$ cat src/rtl/sync_handshake_tx.sv
// Source-side controller for a toggle-handshake multi-bit clock-domain crossing.
// Optional ack watchdog enabled by defining SYNC_HANDSHAKE_TX_TIMEOUT_EN.
module sync_handshake_tx #(
  parameter int unsigned Width         = 8,
  parameter int unsigned Stages        = 2,
  parameter int unsigned InitValue     = 0,
  parameter int unsigned TimeoutCycles = 1024
) (
  input  logic             clk,
  input  logic             reset,
  input  logic             in_valid,
  output logic             in_ready,
  input  logic [Width-1:0] in_data,
  output logic [Width-1:0] xfer_data,
  output logic             xfer_req,
  input  logic             xfer_ack_async,
  output logic             busy,
  output logic             timeout,
  input  logic             timeout_clr
);

  localparam logic [Width-1:0] InitData = Width'(InitValue);
  localparam int unsigned      AlignW   = $clog2(Stages + 1);
  localparam logic [AlignW-1:0] AlignLast = AlignW'(Stages);

  if (Stages < 2) begin : g_bad_stages
    $error("sync_handshake_tx: Stages must be >= 2");
  end

  typedef enum logic [1:0] {
    ALIGN    = 2'd0,
    IDLE     = 2'd1,
    WAIT_ACK = 2'd2
  } state_e;

  state_e             state_q;
  logic               req_q;
  logic [Width-1:0]   data_q;
  logic [AlignW-1:0]  align_cnt_q;
  logic [Stages-1:0]  ack_sync_q;
  logic               ack_s;

  always_ff @(posedge clk) begin
    if (reset) begin
      ack_sync_q <= '0;
    end else begin
      ack_sync_q <= {ack_sync_q[Stages-2:0], xfer_ack_async};
    end
  end

  assign ack_s = ack_sync_q[Stages-1];

  // ALIGN first lets the freshly reset synchronizer fill before trusting ack_s,
  // so an ack left high across reset is seen and blocks new accepts.
  always_ff @(posedge clk) begin
    if (reset) begin
      state_q     <= ALIGN;
      req_q       <= 1'b0;
      data_q      <= InitData;
      align_cnt_q <= '0;
    end else begin
      case (state_q)
        ALIGN: begin
          if (align_cnt_q != AlignLast) begin
            align_cnt_q <= align_cnt_q + AlignW'(1);
          end else if (ack_s == req_q) begin
            state_q <= IDLE;
          end
        end
        IDLE: begin
          if (in_valid) begin
            data_q  <= in_data;
            req_q   <= ~req_q;
            state_q <= WAIT_ACK;
          end
        end
        WAIT_ACK: begin
          if (ack_s == req_q) begin
            state_q <= IDLE;
          end
        end
        default: begin
          state_q     <= ALIGN;
          align_cnt_q <= '0;
        end
      endcase
    end
  end

  assign in_ready  = (state_q == IDLE);
  assign busy      = (state_q != IDLE);
  assign xfer_req  = req_q;
  assign xfer_data = data_q;

`ifdef SYNC_HANDSHAKE_TX_TIMEOUT_EN
  localparam int unsigned   CntW    = $clog2(TimeoutCycles + 1);
  localparam logic [CntW-1:0] CntMax  = CntW'(TimeoutCycles);
  localparam logic [CntW-1:0] CntPrev = CntW'(TimeoutCycles - 1);

  logic [CntW-1:0] cnt_q;
  logic            timeout_q;
  logic            expire;

  assign expire = (state_q == WAIT_ACK) && (cnt_q == CntPrev);

  always_ff @(posedge clk) begin
    if (reset) begin
      cnt_q     <= '0;
      timeout_q <= 1'b0;
    end else begin
      if (state_q == IDLE && in_valid) begin
        cnt_q <= '0;
      end else if (state_q == WAIT_ACK && cnt_q != CntMax) begin
        cnt_q <= cnt_q + CntW'(1);
      end
      if (expire) begin
        timeout_q <= 1'b1;
      end else if (timeout_clr) begin
        timeout_q <= 1'b0;
      end
    end
  end

  assign timeout = timeout_q;
`else
  logic unused_timeout_clr;
  assign unused_timeout_clr = timeout_clr;
  assign timeout            = 1'b0;
`endif

endmodule

$ cat config.mk
export PLATFORM = sky130hd
export DESIGN_NAME = sync_handshake_tx
export DESIGN_NICKNAME = d
export VERILOG_FILES = /design/src/rtl/sync_handshake_tx.sv
export SDC_FILE = /design/constraint.sdc
export NUM_CORES = 1
export LEC_CHECK = 0
export ABC_AREA = 1
export BUFFER_PORTS_ARGS = -buffer_cell sky130_fd_sc_hd__buf_2
export CORE_ASPECT_RATIO = 0.8
export CORE_MARGIN = 3
export CORE_UTILIZATION = 25
export DETAILED_ROUTE_END_ITERATION = 7
export MAX_ROUTING_LAYER = met4
export PLACE_DENSITY_LB_ADDON = 0.2
export RECOVER_POWER = 50
export SLEW_MARGIN = 20
export SYNTH_ARGS = -nofsm -noshare
export SYNTH_HDL_FRONTEND = slang
export SYNTH_SLANG_ARGS = --single-unit
export TNS_END_PERCENT = 20
$ cat constraint.sdc
create_clock -name clk -period 2 [get_ports clk]
set_input_delay 0.4 -clock clk [delete_from_list [all_inputs] [get_ports clk]]
set_output_delay 0.4 -clock clk [all_outputs]
set_load 0.05 [all_outputs]
**Word level (Yosys, flattened, before mapping)**

Index checks and enable logic that the tools add are counted.

- Add/sub/neg operators: 1
- Equal/unequal tests: 8
- Multiplexer cells: 6
- Bitwise gates (word level): 2
- Reductions and logical operators: 5

Operators with widths:

| operator | count |
|---|---|
| two-way mux 2 bit | 4 |
| != test 2 bit, second input constant | 4 |
| one-hot mux 2 bit (3 select lines) | 1 |
| AND reduction 2 bit | 3 |
| one-hot mux 2 bit (2 select lines) | 1 |
| adder 2 x 1 -> 2 bit, second input constant | 1 |
| equality test 2 x 1 -> 1 bit, second input constant | 1 |
| equality test 2 bit, second input constant | 1 |
| zero test 2 bit | 1 |
| != test 2 x 1 -> 1 bit, second input constant | 1 |
| inverter 1 bit | 2 |
| OR reduction 2 bit | 1 |
| equality test 1 bit | 1 |

- Register bits: 15
- Input port bits: 13
- Output and inout bits: 12
- Logic and storage cells: 27

**Depth between registers and ports, before layout**

Gate-level depths: netlist of the first run.

- Word-level depth: 4
- Gate-level depth with buffers: 9
- Depth with buffers taken out: 9

**Worst setup path after synthesis of the first run**

Ideal clock, no wire load.

- Path type: register to output
- Start point: register state_q[1]
- End point: output port busy
- Arrival time: 1.260 ns
- Data required time: 1.600 ns
- Slack: 0.340 ns
- Cell stages (with the launch flop): 4
- Buffers on the path: 0
- Path through: dfxtp_1 > inv_1 > ha_1 > inv_1

- Cells in the longest elaborated chain, start to end: 1

RTL lines:

| item | line | source |
|---|---|---|
| start: declaration | 36 | `state_e state_q;` |
| start signal: assignment | 57 | `state_q <= ALIGN;` |
| start signal: assignment | 67 | `state_q <= IDLE;` |
| start signal: assignment | 74 | `state_q <= WAIT_ACK;` |
| != test 2 x 1 -> 1 bit | 91 | `assign busy = (state_q != IDLE);` |
| end: declaration | 17 | `output logic busy,` |

Every way passes these cells.

**Worst setup path in the final report of the first run**

Ends and elaborated chain as after synthesis.

==> metrics.md, run 1 <==
| Metric | Value |
|---|---|
| Outcome | completed |
| GPL Wtd Cong | 0.744 |
| Clock share of power | 15.1% |
| Sequential element share of the synthesized area | 43.6% |
| Max Cap Viol | 0 |
| Clock buffer depth | 2 |
| Initial Utilization | 27.1% |
| Crit path DAT | 1300 ps |
| Crit Path Class | reg -> out |
| Sequential power share | 35.4% |
| Iter 0 DRT Violations | 14 |
| Worst setup margin | 298 ps |
| Unrepaired setup endpoints after global routing | no |
| Post-CTS setup buffers | 0 |
| All-layer global routing usage | 9.06% |
| PwrDens | 1390 mW/mm^2 |
| Critical path's largest stage delay | 390 ps |
| Vias in the first global route | 559 |
| Die Width | 64.7 um |
| First-pass GRT wire length | 2.32 mm |
| DR WL/cell | 8.65 um |
| Endpoints failing setup | 0 |
| Cell mode on critical path | inv_1 |
| Fmax | 0.588 GHz |
| Tightest Pin Transition | 613 ps |
| Yosys warnings | 0 |
| Post-layout util | 32.9% |
| CTS resizes | 0 |
| Power share of the combinational group | 49.6% |
| P_int | 0.000605 W |
| Worst-Skew Late Latency | 280 ps |
| VDD IR max | 0.364 mV |
| Synthesized cell area | 689 um^2 |
| TritonRoute pass-1 iters | 4 |
| DP Cell Count | 150 |
| Slowest cell on crit path | dfxtp_1 |
| Non-Filler Instances | 154 |
| Worst path cell trace | inv_1, ha_1, inv_1, buf_2 |
| Syn Area/Cell | 7.33 um^2 |
| Final Critical Period | 1700 ps |
| Buffers & Inverters on Critical Path | 3 |
| Final-layout fill cell count | 289 |
| Residual DRC | 0 |
| Clock-pin slew on the worst setup and hold paths | 90 ps |
| PortBufs | 22 |
| Core Rows | 16 |
| Peak fanout along the critical path | 4 |
| N_diodes | 0 |
| Leak | 0.388 nW |
| CTS tree | yes |
| Die height | 53.0 um |
| Number of buffers created by CTS | 3 |
| Setup TNS | 0 ps |
| Post-place instance area | 830 um^2 |
| Pins Over Slew Limit | 0 |
| CP required | 1600 ps |
| Switch share | 47.9% |
| Top Ports | 25 |
| HPWL Detailed | 1.05 mm |
| Synth unique cells | 16 |
| Post-place setup slack | 599 ps |
| Area growth syn-to-layout | 21.4% |
| Final net count | 137 |
| Initial antenna violation count | 0 |
| Largest net degree at the start of global routing | 12 |
| Startpoint types | register |
| Die area | 0.00343 mm^2 |
| Antenna Nets Post-Route | 0 |
| Post-DR vias/cell | 3.82 |
| Post-synth net total | 112 |
| Slew headroom | 59.3% |
| Crit. End Element | output pin |
| CP delay by family, top | buffers and inverters |
| Sw Pwr | 0.000557 W |
| Routed wire length | 1.33 mm |
| CTS Root Cell | clkbuf_4 |
| Layout cells sized above 1 | 20.3% |
| Period utilization | 85.1% |
| Core area | 0.00254 mm^2 |
| Worst Hold Class | in -> reg |
| Vias | 588 |
| Clock Sinks | 15 |
| Clk_skew | 2.17 ps |
| Remaining Overflow, GRT | 0 |
| Register bit total from synthesis | 15 |
| Post-CTS Hold Buffers | 0 |
| Post-Layout Inst Area | 837 um^2 |
| H-Tree Level Count | 1 |
| Final hold violation count | 0 |
| Syn Inst Count | 94 |
sequential cells by signal, summed over array words and instances (netlist names):
name,cells
ack_sync_q,2
align_cnt_q,2
state_q,2
xfer_data,8
xfer_req,1
routing by layer:
layer	track usage, %	part of all wire (%)	up-vias
li1	-	-	331
met1	12.0	53	243
met2	12.6	42	14
met3	4.03	5.0	0
met4	2.11	0	0
met5	-	0	-
worst paths after layout:
kind	slack, ps	cells after the start	to	start
worst min-delay path	310	3	ack_sync_q[0]	xfer_ack_async
worst max-delay path	300	4	busy	state_q[1]
worst max register to register	580	6	xfer_req	state_q[1]
worst min register to register	410	2	ack_sync_q[1]	ack_sync_q[0]
power by group through the flow:
stage | registers (W) | logic [W] | clock network (W)
detailed placement | 0.000419 | 0.000592 | 0
finish | 0.000411 | 0.000576 | 0.000175
global placement | 0.000417 | 0.000584 | 0
floorplan | 0.000548 | 0.000345 | 0
CTS | 0.000411 | 0.000595 | 0.000183
global route | 0.000422 | 0.000653 | 0.000195
Yosys cell counts:
cell       n  share of area, %
clkinv_1   1              0.54
conb_1     1              0.54
o21ai_1   10               7.3
ha_1       5               9.1
nand3_2    1               1.5
a21oi_1    4               2.9
inv_2      5               2.7
nand2_1   10               5.4
or2_1      1              0.91
nand3_1    3               2.2
nand2_2    1              0.91
buf_4      3               3.3
a21oi_2    1               1.3
inv_1     11               6.0
dfxtp_1   15                44
nor2_1    22                12
tightest hold or removal path, stage by stage:
cell and delay, ps:
buf_2 90, inv_1 40, nor2_1 30
layout make-up:
cell class	instances	area [um^2]	share of cell area (%)
well taps	36	45.0	5.38
repair buffers	23	103	12.3
clock inverters	1	5.00	0.598
clock buffers	3	22.5	2.69
inverters	17	63.8	7.62
flip-flops and latches	15	300	35.9
multi-input cells	59	298	35.6
stage by stage:
step,total power (W),hold slack (ps)
3_5_place_dp,0.00101,393
4_1_cts,0.00119,301
3_3_place_gp,0.00100,396
5_1_grt,0.00127,326
6_report,0.00116,311
2_1_floorplan,0.000893,388
layout by cell type, fill, tap and decap left out, types with 3 or more instances in the layout:
cell      count
clkbuf_1     10
dfxtp_1      15
nand3_1       4
clkbuf_4      3
buf_2        13
nor2_1       22
inv_2         5
nand2_1      10
inv_1        11
o21ai_1      10
ha_1          5
a21oi_1       4
logic make-up after synthesis:
logic type | after synthesis | synth area share (%)
buf+inv | 20 | 12.5
simple gates | 38 | 22.9
compound gates | 15 | 11.4
other cells | 1 | 0.544
flops | 15 | 43.6
fa+ha+maj | 5 | 9.07
Note: power is estimated with default switching activity, not from simulation.
==> run 2: changes to the inputs <==
--- a/config.mk
+++ b/config.mk
@@ -7,7 +7,7 @@
 export LEC_CHECK = 0
 export ABC_AREA = 1
 export BUFFER_PORTS_ARGS = -buffer_cell sky130_fd_sc_hd__buf_2
-export CORE_ASPECT_RATIO = 0.8
+export CORE_ASPECT_RATIO = 1.5
 export CORE_MARGIN = 3
 export CORE_UTILIZATION = 25
 export DETAILED_ROUTE_END_ITERATION = 7
==> metrics.md, run 2 (synthesis results as in run 1) <==
| Metric | Value |
|---|---|
| Outcome | completed |
| CTS tree | yes |
| Leak | 0.388 nW (+0.12%) |
| Layout cells sized above 1 | 19.5% (-0.85 points) |
| Setup TNS | 0 ps (unchanged) |
| Final hold slack | 325 ps (+13.9 ps) |
| Reg2reg setup slack | 580 ps (about the same) |
| Worst path cell trace | inv_1, ha_1, inv_1, buf_2 |
| Area growth syn-to-layout | 21.4% (unchanged) |
| PwrDens | 1370 mW/mm^2 (-1.6%) |
| Vias | 597 (+1.5%) |
| Die Width | 48.9 um (-24%) |
| Final Critical Period | 1700 ps (+2.39 ps) |
| Clk_skew | 11.3 ps (+9.16 ps) |
| Commonest non-fill, non-tap cell in the layout | nor2_1 |
| CTS resizes | 0 (unchanged) |
| Peak fanout along the critical path | 4 (unchanged) |
| Remaining Overflow, GRT | 0 (unchanged) |
| TritonRoute pass-1 iters | 4 (unchanged) |
| VDD IR max | 0.792 mV (+120%) |
| Leading cell types in the layout, fill and taps excluded | nor2_1 (22), dfxtp_1 (15), buf_2 (13) |
| CP required | 1600 ps (about the same) |
| CTS Root Cell | clkbuf_4 |
| DR WL/cell | 8.33 um (-3.7%) |
| H-Tree Level Count | 1 (unchanged) |
| Initial antenna violation count | 0 (unchanged) |
| PortBufs | 22 (unchanged) |
| Post-CTS Hold Buffers | 0 (unchanged) |
| Tightest Pin Transition | 604 ps (-8.72 ps) |
| Pins Over Slew Limit | 0 (unchanged) |
| Vias in the first global route | 569 (+1.8%) |
| HPWL Detailed | 1.01 mm (-3.8%) |
| Fmax | 0.587 GHz (-0.14%) |
| Crit. End Element | output pin |
| Unrepaired setup endpoints after global routing | no |
| Final net count | 137 (unchanged) |
| Iter 0 DRT Violations | 16 (+2) |
| Endpoints failing setup | 0 (unchanged) |
| Slew headroom | 59.9% (+0.58 points) |
| Antenna Nets Post-Route | 0 (unchanged) |
| Core Rows | 22 (+6) |
| Number of buffers created by CTS | 3 (unchanged) |
| Cell mode on critical path | inv_1 |
| Buffers & Inverters on Critical Path | 3 (unchanged) |
| Core area | 0.00253 mm^2 (-0.39%) |
| Die area | 0.00344 mm^2 (+0.26%) |
| Post-layout util | 33.1% (+0.13 points) |
| Final hold violation count | 0 (unchanged) |
| Non-Filler Instances | 154 (unchanged) |
| Startpoint types | register |
| Clock buffer depth | 2 (unchanged) |
| Residual DRC | 0 (unchanged) |
| Worst-Skew Late Latency | 280 ps (about the same) |
| Clock Sinks | 15 (unchanged) |
| Worst Hold Class | in -> reg |
| Crit path DAT | 1300 ps (about the same) |
| GPL Wtd Cong | 0.763 (+2.6%) |
| Routed wire length | 1.28 mm (-3.7%) |
| Post-CTS setup buffers | 0 (unchanged) |
| Critical path's largest stage delay | 390 ps (about the same) |
| Largest net degree at the start of global routing | 12 (unchanged) |
| Initial Utilization | 27.2% (+0.11 points) |
| Slowest cell on crit path | dfxtp_1 |
| DP Cell Count | 150 (unchanged) |
| N_diodes | 0 (unchanged) |
| Period utilization | 85.2% (+0.12 points) |
| Crit Path Class | reg -> out |
| Top Ports | 25 (unchanged) |
| Post-DR vias/cell | 3.88 (+1.5%) |
| Max Cap Viol | 0 (unchanged) |
| Die height | 70.3 um (+33%) |
| Clock-pin slew on the worst setup and hold paths | 100 ps (about the same) |
| CP delay by family, top | buffers and inverters |
| All-layer global routing usage | 9.04% (-0.019 points) |
| Max reg flops | 8 (unchanged) |
| First-pass GRT wire length | 2.34 mm (+0.91%) |
[run 2: cell count changes in the layout (fill, tap and decap cells not counted)]
cell / change
inv_2: -1
inv_1: +1
[run 2: report_power, final]
group | internal [W] | switching (W) | leakage (nW) | total, W
logic | 0.000159 | 0.000402 | 0.248 | 0.000561
clock network | 0.0000742 | 0.0000975 | 0.0177 | 0.000172
registers | 0.000369 | 0.0000415 | 0.123 | 0.000410
total | 0.000602 | 0.000541 | 0.388 | 0.00114
[run 2: final cells by class]
class / count / area [um^2]
clock buffers: 3 / 22.5
fillers: 296 / 1700
flip-flops and latches: 15 / 300
multi-input cells: 59 / 298
clock inverters: 1 / 5.00
repair buffers: 23 / 103
inverters: 17 / 63.8
well taps: 36 / 45.0
[run 2: final timing paths]
kind,startpoint,to,depth (start not counted)
max,state_q[1],busy,4
min,xfer_ack_async,ack_sync_q[0],3
max reg2reg,state_q[1],xfer_req,6
min reg2reg,ack_sync_q[0],ack_sync_q[1],2
[run 2: worst register-to-register path, cell delays in order, from the launching register on]
cell	delay, ps
dfxtp_1	390
inv_1	80
ha_1	220
nand2_1	110
clkbuf_1	350
o21ai_1	100
a21oi_1	120
[run 2: routing by layer]
layer  global-route usage (%)  vias up  part of all wire [%]
li1                         -      330                     -
met5                        -        -                     0
met1                     9.52      240                    48
met2                     13.3       23                    40
met4                     6.01        0                   1.7
met3                     4.26        4                   9.6
[run 2: metrics by stage]
stage | setup WS (ps) | total power (W) | area (um^2)
floorplan | 340 | 0.000893 | 689
global placement | 601 | 0.000996 | 830
detailed placement | 613 | 0.00100 | 830
CTS | 272 | 0.00118 | 857
global route | 157 | 0.00126 | 837
finish | 296 | 0.00114 | 837
==> run 3: changes to the inputs <==
--- a/config.mk
+++ b/config.mk
@@ -7,10 +7,14 @@
 export LEC_CHECK = 0
 export ABC_AREA = 1
 export BUFFER_PORTS_ARGS = -buffer_cell sky130_fd_sc_hd__buf_2
+export CELL_PAD_IN_SITES_DETAIL_PLACEMENT = 0
+export CELL_PAD_IN_SITES_GLOBAL_PLACEMENT = 1
 export CORE_ASPECT_RATIO = 1.5
 export CORE_MARGIN = 3
 export CORE_UTILIZATION = 25
+export CTS_CLUSTER_DIAMETER = 150
 export DETAILED_ROUTE_END_ITERATION = 7
+export GPL_ROUTABILITY_DRIVEN = 0
 export MAX_ROUTING_LAYER = met4
 export PLACE_DENSITY_LB_ADDON = 0.2
 export RECOVER_POWER = 50
==> metrics.md, run 3 (synthesis results as in run 1) <==
| Metric | Value |
|---|---|
| Outcome | completed |
| Leak | 0.386 nW (-0.51%) |
| Setup TNS | 0 ps (unchanged) |
| Die Width | 48.9 um (unchanged) |
| VDD IR max | 0.534 mV (-33%) |
| Residual DRC | 0 (unchanged) |
| Largest net degree at the start of global routing | 12 (unchanged) |
| CTS Root Cell | clkbuf_4 |
| Worst-Skew Late Latency | 280 ps (about the same) |
| Worst Hold Path Cells | 3 (unchanged) |
| Commonest non-fill, non-tap cell in the layout | nor2_1 |
| Iter 0 DRT Violations | 11 (-5) |
| Final hold slack | 318 ps (-7.00 ps) |
| Final-layout fill cell count | 318 (+7.4%) |
| R2R Path Start | state_q[1] |
| Final Critical Period | 1740 ps (+32.6 ps) |
| All-layer global routing usage | 9.53% (+0.49 points) |
| Clock buffer depth | 2 (unchanged) |
| Clk_skew | 3.41 ps (-7.92 ps) |
| Multi-input gate area | 295 um^2 (-0.84%) |
| Tightest Pin Transition | 604 ps (+0.492 ps) |
| Clock Sinks | 15 (unchanged) |
| Post-CTS Hold Buffers | 0 (unchanged) |
| Max Cap Viol | 0 (unchanged) |
| Pins Over Slew Limit | 0 (unchanged) |
| TritonRoute pass-1 iters | 4 (unchanged) |
| Startpoint types | register |
| Worst Hold Class | in -> reg |
| Final net count | 137 (unchanged) |
| Sw Pwr | 0.000540 W (-0.16%) |
| Core Rows | 22 (unchanged) |
| PortBufs | 22 (unchanged) |
| Crit. End Element | output pin |
| Die area | 0.00344 mm^2 (unchanged) |
| Core area | 0.00253 mm^2 (unchanged) |
| Crit path DAT | 1340 ps (+40 ps) |
| Post-layout util | 33.1% (unchanged) |
| FF-to-FF path depth | 6 (unchanged) |
| Endpoints failing setup | 0 (unchanged) |
| Power share of the combinational group | 49.3% (+0.2 points) |
| Antenna Nets Post-Route | 0 (unchanged) |
| CP required | 1600 ps (about the same) |
| PwrDens | 1370 mW/mm^2 (+0.50%) |
| HPWL Detailed | 1.09 mm (+7.3%) |
| Area growth syn-to-layout | 21.4% (unchanged) |
| WL met2 | 641 um (+24%) |
| H-Tree Level Count | 1 (unchanged) |
| P_int | 0.000608 W (+1.1%) |
| First-pass GRT wire length | 2.49 mm (+6.5%) |
| Remaining Overflow, GRT | 0 (unchanged) |
| Clock share of power | 14.9% (about the same) |
| Highest metal used | met4 |
| Period utilization | 86.8% (+1.6 points) |
| Crit path to | busy |
| Sequential power share | 35.9% (about the same) |
| Leading cell types in the layout, fill and taps excluded | nor2_1 (22), dfxtp_1 (15), buf_2 (13) |
| DR WL/cell | 8.99 um (+8.0%) |
| Initial antenna violation count | 0 (unchanged) |
| Fmax | 0.576 GHz (-1.9%) |
| Vias in the first global route | 603 (+6.0%) |
| Vias | 633 (+6.0%) |
| Worst setup margin | 263 ps (-32.6 ps) |
| Met3 Routed Length | 120 um (-2.4%) |
| Peak fanout along the critical path | 4 (unchanged) |
| Number of buffers created by CTS | 3 (unchanged) |
| N_diodes | 0 (unchanged) |
| Post-place setup slack | 580 ps (-32.2 ps) |
| Initial Utilization | 27.2% (unchanged) |
| Switch share | 47.0% (-0.31 points) |
| Slew headroom | 59.9% (about the same) |
| Routed wire length | 1.39 mm (+8.0%) |
| Post-DR vias/cell | 4.11 (+6.0%) |
| CTS resizes | 0 (unchanged) |
| Post-CTS setup buffers | 0 (unchanged) |
| Max reg flops | 8 (unchanged) |
| Met1 WL | 593 um (-4.5%) |
| CTS tree | yes |
| Unrepaired setup endpoints after global routing | no |
| Final hold violation count | 0 (unchanged) |
| R2R Path End | xfer_data[7] |
| Crit Path Class | reg -> out |
| Crit. Startpoint | state_q[1] |
| Die height | 70.3 um (unchanged) |
| Layout cells sized above 1 | 18.6% (-0.85 points) |
| Clock-pin slew on the worst setup and hold paths | 90 ps (about the same) |
| Reg2reg setup slack | 660 ps (+80 ps) |
| Register area | 300 um^2 (unchanged) |
| Top Ports | 25 (unchanged) |
==> run 3: cell count changes in the layout (fill, tap and decap cells not counted) <==
cell / before / now
clkinv_1: 1 / 2
nand2_2: 1 / 0
inv_1: 12 / 11
buf_4: 0 / 1
clkinv_2: 1 / 0
nand2_1: 10 / 11
==> run 3: per-layer routing <==
layer	track usage [%]	vias to the layer above
met5	-	-
met1	9.10	277
li1	-	333
met4	6.65	0
met2	16.2	19
met3	2.77	4
==> run 3: worst max-delay path, stage by stage, from the launching register on <==
cell and delay (ps):
dfxtp_1 400, inv_1 80, ha_1 230, inv_1 90, buf_2 260
==> run 3: stage by stage <==
| step | area [um^2] | total power [W] | std cells |
|---|---|---|---|
| floorplan | 689 | 0.000893 | 94 |
| global placement | 830 | 0.00100 | 150 |
| detailed placement | 830 | 0.00101 | 150 |
| CTS | 856 | 0.00119 | 154 |
| global route | 837 | 0.00126 | 154 |
| finish | 837 | 0.00115 | 154 |
==> run 3: cell type report <==
type	count	area share (%)
Tap cell	36	5.38
Inverter	17	7.62
Multi-Input combinational cell	59	35.3
Timing Repair Buffer	23	12.7
Sequential cell	15	35.9
Clock buffer	4	3.14
==> run 3: power by group through the flow <==
| stage | Clock (W) | Sequential (W) | Combinational [W] |
|---|---|---|---|
| 6_report | 0.000171 | 0.000412 | 0.000566 |
| 4_1_cts | 0.000184 | 0.000411 | 0.000596 |
| 3_3_place_gp | 0 | 0.000416 | 0.000586 |
| 5_1_grt | 0.000196 | 0.000424 | 0.000643 |
| 2_1_floorplan | 0 | 0.000548 | 0.000345 |
| 3_5_place_dp | 0 | 0.000418 | 0.000595 |
==> run 3: worst min path at each step <==
stage | startpoint | to | slack, ps
5_1_grt | xfer_ack_async | ack_sync_q[0] | 320
4_1_cts | xfer_ack_async | ack_sync_q[0] | 300
3_3_place_gp | ack_sync_q[0] | ack_sync_q[1] | 400
3_5_place_dp | ack_sync_q[0] | ack_sync_q[1] | 410
6_report | xfer_ack_async | ack_sync_q[0] | 320
2_1_floorplan | ack_sync_q[0] | ack_sync_q[1] | 390
